==> src/rtl/soma_pkg.sv <==
// Shared definitions for the serial arithmetic datapath: FSM encoding,
// default operand width and the bit-counter width helper.
package soma_pkg;

  typedef enum logic [1:0] {
    ST_IDLE = 2'd0,
    ST_BUSY = 2'd1,
    ST_DONE = 2'd2
  } state_t;

  localparam int DEFAULT_WIDTH = 10;

  // Counter indexes bits 0..WIDTH-1, so $clog2(WIDTH) bits suffice.
  function automatic int cnt_width(input int w);
    return (w < 2) ? 1 : $clog2(w);
  endfunction

  localparam int CNT_W = cnt_width(DEFAULT_WIDTH);

endpackage

==> src/rtl/full_subtractor.sv <==
// Single-bit full subtractor cell: d = a - b - bin, with borrow-out.
// Gate-level companion of the ripple adder's full_adder cell.
module full_subtractor (
  input  logic a,
  input  logic b,
  input  logic bin,
  output logic d,
  output logic bout
);

  logic a_xor_b;

  assign a_xor_b = a ^ b;
  assign d       = a_xor_b ^ bin;
  assign bout    = (~a & b) | (~a_xor_b & bin);

endmodule

==> src/rtl/subtrator_serial_10bit.sv <==
// Bit-serial subtractor d = a - b (mod 2^WIDTH), LSB first, one bit per clock
// behind a start/done handshake. Define SUB_SIGNED_OVF_EN to add the ovf output.
module subtrator_serial_10bit
  import soma_pkg::*;
#(
  parameter int WIDTH = DEFAULT_WIDTH
) (
  input  logic             clk,
  input  logic             rst_n,
  input  logic             start,
  input  logic [WIDTH-1:0] a,
  input  logic [WIDTH-1:0] b,
  output logic             busy,
  output logic             done,
  output logic [WIDTH-1:0] d,
  output logic             borrow
`ifdef SUB_SIGNED_OVF_EN
  ,
  output logic             ovf
`endif
);

  localparam int             CW   = cnt_width(WIDTH);
  localparam logic [CW-1:0] LAST = CW'(WIDTH - 1);

  state_t           state;
  logic [WIDTH-1:0] a_sr;
  logic [WIDTH-1:0] b_sr;
  // Holds the WIDTH-1 low result bits; the final bit goes straight into d.
  logic [WIDTH-2:0] res_sr;
  logic [CW-1:0]    cnt;
  logic             bin_ff;
  logic             diff_k;
  logic             bout_k;
`ifdef SUB_SIGNED_OVF_EN
  logic             a_msb;
  logic             b_msb;
`endif

  full_subtractor u_fs (
    .a    (a_sr[0]),
    .b    (b_sr[0]),
    .bin  (bin_ff),
    .d    (diff_k),
    .bout (bout_k)
  );

  // NOTE: every register, shift registers included, is reset so an aborted
  // operation leaves no partial operand or result behind.
  always_ff @(posedge clk or negedge rst_n) begin
    if (!rst_n) begin
      state  <= ST_IDLE;
      a_sr   <= '0;
      b_sr   <= '0;
      res_sr <= '0;
      cnt    <= '0;
      bin_ff <= 1'b0;
      busy   <= 1'b0;
      done   <= 1'b0;
      d      <= '0;
      borrow <= 1'b0;
`ifdef SUB_SIGNED_OVF_EN
      a_msb  <= 1'b0;
      b_msb  <= 1'b0;
      ovf    <= 1'b0;
`endif
    end else begin
      // NOTE: non-blocking assignments throughout, so every branch reads the
      // pre-edge values of the shift registers and counter.
      case (state)
        ST_IDLE: begin
          if (start) begin
            a_sr   <= a;
            b_sr   <= b;
            cnt    <= '0;
            bin_ff <= 1'b0;
            busy   <= 1'b1;
            state  <= ST_BUSY;
`ifdef SUB_SIGNED_OVF_EN
            a_msb  <= a[WIDTH-1];
            b_msb  <= b[WIDTH-1];
`endif
          end
        end

        ST_BUSY: begin
          res_sr <= {diff_k, res_sr[WIDTH-2:1]};
          a_sr   <= a_sr >> 1;
          b_sr   <= b_sr >> 1;
          bin_ff <= bout_k;
          cnt    <= cnt + CW'(1);
          if (cnt == LAST) begin
            state  <= ST_DONE;
            done   <= 1'b1;
            d      <= {diff_k, res_sr};
            borrow <= bout_k;
`ifdef SUB_SIGNED_OVF_EN
            // diff_k is the result MSB on the last bit.
            ovf    <= (a_msb != b_msb) && (diff_k != a_msb);
`endif
          end
        end

        ST_DONE: begin
          state <= ST_IDLE;
          done  <= 1'b0;
          busy  <= 1'b0;
        end

        default: begin
          state <= ST_IDLE;
          done  <= 1'b0;
          busy  <= 1'b0;
        end
      endcase
    end
  end

endmodule
==> config.mk <==
export PLATFORM = sky130hd
export DESIGN_NAME = subtrator_serial_10bit
export DESIGN_NICKNAME = d
export VERILOG_FILES = /design/src/rtl/soma_pkg.sv /design/src/rtl/full_subtractor.sv /design/src/rtl/subtrator_serial_10bit.sv
export SDC_FILE = /design/constraint.sdc
export NUM_CORES = 1
export LEC_CHECK = 0
export CAP_MARGIN = 20
export CORE_MARGIN = 2
export CORE_UTILIZATION = 40
export DETAILED_ROUTE_END_ITERATION = 12
export GPL_TIMING_DRIVEN = 0
export SYNTH_ARGS = -nofsm -noshare
export SYNTH_HDL_FRONTEND = slang
export SYNTH_HIERARCHICAL = 1
export SYNTH_SLANG_ARGS = --single-unit
==> constraint.sdc <==
create_clock -name clk -period 2 [get_ports clk]
set_clock_uncertainty 0.05 [all_clocks]
set_input_delay 0.4 -clock clk [delete_from_list [all_inputs] [get_ports clk]]
set_output_delay 0.4 -clock clk [all_outputs]
set_load 0.01 [all_outputs]
### Word level (Yosys, flattened, before mapping)

Index checks and enable logic that the tools add are counted.

* $add $sub $neg: 1
* eq/ne operators: 4
* multiplexer cells: 15
* bitwise operators: 9
* reduce and logical (&&, ||, !) cells: 7

Operator list (number)
* $pmux W10 S2: 2
* $mux W10: 2
* $reduce_and A2 Y1: 5
* $pmux W4 S2: 1
* $pmux W1 S2: 3
* $add A4 B1 Y4 const B: 1
* $eq A4 B4 Y1 const B: 1
* $mux W2: 2
* $mux W4: 1
* $ne A2 B2 Y1 const B: 2
* $not A1 Y1: 4
* $pmux W2 S2: 1
* $mux W1: 3
* $and A1 B1 Y1: 2
* $eq A2 B1 Y1 const B: 1
* $logic_not A2 Y1: 1
* $reduce_bool A2 Y1: 1
* $xor A1 B1 Y1: 2
* $or A1 B1 Y1: 1

* register bits: 49
* input bits: 23
* word-level logic and storage cells: 46

### Depth between registers and ports, before layout

Gate-level depths: netlist (run 1).

* word-level depth: 5
* depth in mapped cells: 6
* gate-level depth less buffers: 5

### Hierarchy

Netlist (run 1), hierarchy kept.

Modules (own cells, without submodules)
* subtrator_serial_10bit: times used 1, cells each 206, area each 2133.3 µm², seq. area each 1226.2 µm²
* full_subtractor: times used 1, cells each 4, area each 31.3 µm², seq. area each 0.0 µm²

### Worst setup path before layout (run 1)

OpenSTA, ideal clock, no wires.

* kind: reg-to-reg
* start point: register cnt[1]
* end point: register d[0]
* setup time: 125 ps
* arrival time: 1322 ps
* data required time: 1825 ps
* setup slack: 503 ps
* cell stages (with the launch flop): 7
* period minus slack after synthesis: 1497 ps
* cell sequence: dfrtp_1 -> inv_1 -> ha_1 -> nand2_1 -> nor3_4 -> buf_6 -> mux2_2

* longest elaborated chain between the ends: 2

RTL lines
* start, declared: RTL line subtrator_serial_10bit.sv:31 `logic [CW-1:0] cnt;`
* start signal, assigned: RTL line subtrator_serial_10bit.sv:91 `cnt <= cnt + CW'(1);`
* $eq A4 B4 Y1: RTL line subtrator_serial_10bit.sv:92 `if (cnt == LAST) begin`
* $reduce_and A2 Y1 (no line)
* end signal, assigned: RTL line subtrator_serial_10bit.sv:95 `d <= {diff_k, res_sr};`
* end, declared: RTL line subtrator_serial_10bit.sv:15 `output logic [WIDTH-1:0] d,`

Every way passes these cells.
A chain may end at the register's enable or synchronous reset.

### Worst setup path in the final report (run 1)

* start point: register state[1]
* end point: register d[2]

* longest elaborated chain between the ends: 2

RTL lines
* start, declared: RTL line subtrator_serial_10bit.sv:26 `state_t state;`
* start signal, assigned: RTL line subtrator_serial_10bit.sv:52 `state <= ST_IDLE;`
* start signal, assigned: RTL line subtrator_serial_10bit.sv:78 `state <= ST_BUSY;`
* start signal, assigned: RTL line subtrator_serial_10bit.sv:93 `state <= ST_DONE;`
* $eq A2 B1 Y1: RTL line subtrator_serial_10bit.sv:70 `case (state)`
* $reduce_and A2 Y1 (no line)

Every way passes these cells.

==> reports/results.ini, run 1 <==
[outcome]
outcome = completed

[synthesis]
netlist_top_cells_area = dfrtp_1 (57%), nand2_1 (8.8%), and3b_1 (6.1%)
yosys.area.top_type = dfrtp_1
synth.top_cell.area_share = 0.566
synth_cell_types = 24
ys_seq_elements = 49
synthCells = 210
avgSynthCellArea_um2 = 10.3
seq_area_frac_synth = 0.566
ys_warn_count = 6
netlist_area_mm2 = 0.00216
synth_nets = 236

[placed_design]
gp_congestion = 0.737
port_buffers = 34
dp_hpwl_um = 2950
dp_slack_ns = 0.323

[finish]
drive_gt1_frac = 0.114
finalNetCount = 279
area_growth_pct = 25.1
n_antenna_cell = 0
final_util = 0.524

[grt]
antenna_found_initial = 0
grt_use_met1 = 0.217
grt_max_degree = 38
grt_pass1_vias = 1582
top_usage_layer = met2
groute.usage.overall = 0.157
overflow = 0
use_met2 = 0.244
grt_use_met3 = 0.0407
grt_first_pass_wirelength_um = 7560

[die]
core_mm2 = 0.00517
rows = 26
initial_utilization = 0.418
pin_count = 36
die_w_um = 77.6
chipHeight_um = 77.6
die_area_mm2 = 0.00602

[power]
powerDensity_mw_per_mm2 = 1400
ir_drop_v = 0.000687
p_leak_uw = 0.00127

[detailed_routing]
drc = 0
drt_iter0_markers = 76
ant_nets = 0
wl_um = 4340
via_per_inst = 4.95
routedWlPerCell_um = 13.4
vias = 1604
first_pass_iters = 4

[worst_setup_path]
worstSetupStartpointType = register
crit_path_cell_trace = nand2b_4, nor3_4, buf_6, mux2_2
end_kind = register
crit_slowest_cell = dfrtp_1
path_max_fanout = 10
required_ns = 2.15
crit_arrival_ns = 1.82
slowest_delay_ns = 0.48
setup.worst_path.start = state[1]$_DFFE_PN0P_
r2r-start = state[1]$_DFFE_PN0P_
critical_path_class = register to register

[min_path]
hp-start = done$_DFFE_PN0P_
hp-class = register to register

[sta]
setup_ws_ns = 0.325
tightest_slew_ns = 0.453
hold_viol = 0
rsz0062_at_grt = false
fin_crit_sh = 0.838
fmax_ghz = 0.597
slew_headroom = 0.698
final_max_slew_viol_count = 0
finalCriticalPeriod_ns = 1.68
setup_viol = 0

[clocking]
clock_latency_ns = 0.31
numCtsBuffers = 5
cts_tree = done
cts_buffer_depth = 2
cts.htree.levels = 2
cts_root_buf = clkbuf_8
clk_pin_slew_ns = 0.09
clkSinkCount = 49

[job]
drv_cap = 0

==> through the flow <==
step | setup TNS [ns] | cells | power (µW) | hold slack (ns) | instance area [µm²]
2_1_floorplan | 0 | 210 | 2650 | 0.0544 | 2160
5_1_grt | 0 | 324 | 4120 | 0.461 | 2710
6_report | 0 | 324 | 3800 | 0.432 | 2710
4_1_cts | 0 | 324 | 3850 | 0.439 | 2710
3_3_place_gp | -47.80 | 314 | 3200 | 0.406 | 2590
3_5_place_dp | 0 | 315 | 3240 | 0.266 | 2610
==> layer usage <==
metal	vias up	routed length, µm
met5	-	0
met4	0	49
met3	6	152
met2	23	1980
met1	784	2160
li1	791	-
==> synth_stat cells, drive strengths merged <==
cell and number:
nand2 51, dfrtp 49, o21ai 22, a21oi 18
and3b 15, mux2 11, clkbuf 7, buf 6
inv 5, nor2b 5, a22oi 3, nand3 3
nor2 3, a22o 2, ha 2, nand2b 2
a21o 1, fa 1, mux2i 1, nor3 1
o21bai 1, or3 1
==> cells in the final DEF, fill, tap and decap left out, drive strengths merged <==
cell type,netlist,routed
nand2,51,51
dfrtp,49,49
clkdlybuf4s50,0,33
o21ai,22,22
a21oi,18,18
and3b,15,15
clkbuf,7,12
mux2,11,11
buf,6,8
inv,5,5
nor2b,5,5
nor2,3,3
nand3,3,3
a22oi,3,3
clkinv,0,3
a22o,2,2
ha,2,2
nand2b,2,2
o21bai,1,1
mux2i,1,1
nor3,1,1
or3,1,1
a21o,1,1
dlygate4sd3,0,1
fa,1,1
==> kinds of logic (layout without fill, tap and decap cells) <==
| family | after synthesis | count (layout) | synth area share |
|---|---|---|---|
| DFF | 49 | 49 | 0.566 |
| buffers and inverters | 18 | 62 | 0.0376 |
| muxes | 12 | 12 | 0.0619 |
| adders and majority gates | 3 | 3 | 0.0208 |
| and+or+nand+nor | 81 | 81 | 0.195 |
| AOI/OAI and AO/OA | 47 | 47 | 0.118 |
==> report_power, final <==
group	switching (µW)	total, µW	leakage (µW)	internal (µW)
Clock	350	599	0.0000481	249
Combinational	738	1480	0.000595	744
Sequential	289	1720	0.000627	1430
==> state kept, by name, summed over array words and instances, names as in the netlist <==
signal / count
state: 2
borrow: 1
cnt: 4
bin_ff: 1
b_sr: 10
busy: 1
a_sr: 10
d: 10
res_sr: 9
done: 1
==> worst paths after layout <==
| kind | end | slack (ns) | cells after the start |
|---|---|---|---|
| max | d[2]$_DFFE_PN0P_ | 0.32 | 4 |
| min | done$_DFFE_PN0P_ | 0.43 | 1 |
| max reg2reg | d[2]$_DFFE_PN0P_ | 0.32 | 4 |
| min reg2reg | done$_DFFE_PN0P_ | 0.43 | 1 |
| max in group asynchronous | res_sr[2]$_DFFE_PN0N_ | 0.93 | 3 |
| min in group asynchronous | b_sr[5]$_DFFE_PN0P_ | 0.47 | 2 |
==> area by class of cell <==
cell class	instances	area (µm²)
plain buffers	13	62.6
clock buffers	5	68.8
clock inverters	3	22.5
fillers	472	2460
inverters	5	18.8
multi-input cells	143	857
flip-flops and latches	49	1230
well taps	70	87.6
repair buffers	36	365
==> critical path: cells and delay by family, from the launching register on <==
kind | cells | cell delay, ns
buf+inv | 1 | 0.20
flops | 1 | 0.48
simple gates | 2 | 0.50
mux | 1 | 0.33
==> timing repair <==
item / 4_1_cts / 5_1_grt
setup buffers: 0 / 0
hold buffers: 1 / 0
endpoints found under the hold margin: 12 / 0
resized for setup: 0 / 0
(Power assumes the default switching activity.)
==> inputs of run 2 (changes only) <==
==> constraint.sdc (replaced) <==
create_clock -name clk -period 1.7 [get_ports clk]
set_clock_uncertainty 0.05 [all_clocks]
set_input_delay 0.34 -clock clk [delete_from_list [all_inputs] [get_ports clk]]
set_output_delay 0.34 -clock clk [all_outputs]
set_load 0.01 [all_outputs]
==> reports/results.ini, run 2 (synthesis results as in run 1) <==
[outcome]
outcome = completed

[detailed_routing]
drc = 0
vias = 1616
first_pass_iters = 4
routedWlPerCell_um = 13.4
wl_um = 4410
ant_nets = 0
drt_iter0_markers = 99
via_per_inst = 4.91

[worst_setup_path]
required_ns = 1.85
crit_slowest_cell = dfrtp_1
worstSetupEndpoint = d[0]$_DFFE_PN0P_
r2r-start = cnt[0]$_DFFE_PN0P_
crit_path_cell_trace = ha_1, nand2_2, nor3_4, buf_6, mux2_2
rr_worst_depth = 5
cp_num_cells = 5
slowest_delay_ns = 0.42
path_max_fanout = 5
crit_arrival_ns = 1.75
r2r-end = d[0]$_DFFE_PN0P_
worstSetupStartpointType = register
end_kind = register
cp_top_family = flip-flops
critPathBufInv = 1
setup.worst_path.start = cnt[0]$_DFFE_PN0P_
critical_path_class = register to register
r2r_setup_slack_ns = 0.09

[finish]
regArea_mm2 = 0.00123
multiInputGateArea_um2 = 860
finalNetCount = 284
n_antenna_cell = 0
layout_commonest_cell = nand2_1
top_regs = a_sr: 10 flops, b_sr: 10 flops, d: 10 flops
fillers = 466
area_growth_pct = 27.2
drive_gt1_frac = 0.135
most-common-layout-cells = nand2_1 (50), dfrtp_1 (49), clkdlybuf4s50_1 (33)

[grt]
overflow = 0
antenna_found_initial = 0
grt_first_pass_wirelength_um = 7560
grt_pass1_vias = 1582
grt_max_degree = 38
groute.usage.overall = 0.157

[sta]
final.setup.tns_ns = 0
setup_viol = 0
fin_crit_sh = 0.946
hold_viol = 0
slew_headroom = 0.686
rsz0062_at_grt = false
finalCriticalPeriod_ns = 1.61
fmax_ghz = 0.622
final_max_slew_viol_count = 0
tightest_slew_ns = 0.471

[power]
ir_drop_v = 0.000811
p_seq_frac = 0.445
power_switching_uw = 1640
powerDensity_mw_per_mm2 = 1640
p_clk_frac = 0.156
combPwrFrac = 0.400
switching_share = 0.362
power_uw = 4530
p_leak_uw = 0.00130
internal_power_uw = 2890

[clocking]
clkSinkCount = 49
numCtsBuffers = 5
clk_pin_slew_ns = 0.09
cts_buffer_depth = 2
cts_root_buf = clkbuf_8
cts_tree = done
clock_latency_ns = 0.31
cts.htree.levels = 2

[die]
die_area_mm2 = 0.00602
initial_utilization = 0.418
rows = 26
pin_count = 36
die_w_um = 77.6
chipHeight_um = 77.6
core_mm2 = 0.00517

[placed_design]
dp_hpwl_um = 2950
gp_congestion = 0.737
port_buffers = 34

[job]
drv_cap = 0

[min_path]
hp-class = primary input to async pin

run 2: changes by cell type in the layout (fill, tap and decap cells not counted):
| cell | change |
|---|---|
| buf_4 | +4 |
| nand2_2 | +1 |
| nand2_1 | -1 |
| buf_6 | +1 |
run 2: worst min-delay path by stage:
stage | startpoint | end
5_1_grt | rst_n | b_sr[6]$_DFFE_PN0P_
2_1_floorplan | rst_n | a_sr[0]$_DFFE_PN0P_
6_report | rst_n | b_sr[5]$_DFFE_PN0P_
3_5_place_dp | rst_n | b_sr[6]$_DFFE_PN0P_
3_3_place_gp | res_sr[0]$_DFFE_PN0N_ | res_sr[0]$_DFFE_PN0N_
4_1_cts | rst_n | b_sr[6]$_DFFE_PN0P_
run 2: through the flow:
stage               instances  area (µm²)  hold WS, ns  setup slack (ns)  utilization
finish                    329        2750        0.408            0.0926        0.532
global route              329        2750        0.412            0.0120        0.532
CTS                       324        2710        0.415           0.00933        0.524
detailed placement        315        2610        0.206            0.0234        0.504
global placement          314        2590        0.406             -1.22        0.501
floorplan                 210        2160     -0.00559             0.203            -
run 2: final cells by class:
class / count / area share
well taps: 70 / 0.0318
clock buffers: 5 / 0.0250
repair buffers: 41 / 0.148
flip-flops and latches: 49 / 0.445
multi-input cells: 143 / 0.312
plain buffers: 13 / 0.0227
clock inverters: 3 / 0.00818
inverters: 5 / 0.00682
run 2: per-layer routing:
metal	vias up	track usage	routed length [µm]
li1	799	-	-
met1	787	0.217	2210
met2	24	0.244	2000
met3	6	0.0407	158
met4	0	0.0482	49
met5	-	0	0
run 2: repair_timing:
action,4_1_cts,5_1_grt
buffers inserted,0,4
hold buffers,1,0
resized for setup,0,3
setup endpoints to repair,0,8
endpoints found under the hold margin,12,0
run 2: power by group through the flow:
| stage | clock [µW] | sequential [µW] | combinational (µW) |
|---|---|---|---|
| floorplan | 0 | 2030 | 1080 |
| global placement | 0 | 2040 | 1730 |
| detailed placement | 0 | 2050 | 1770 |
| CTS | 731 | 2020 | 1780 |
| global route | 784 | 2090 | 2040 |
| finish | 704 | 2010 | 1810 |
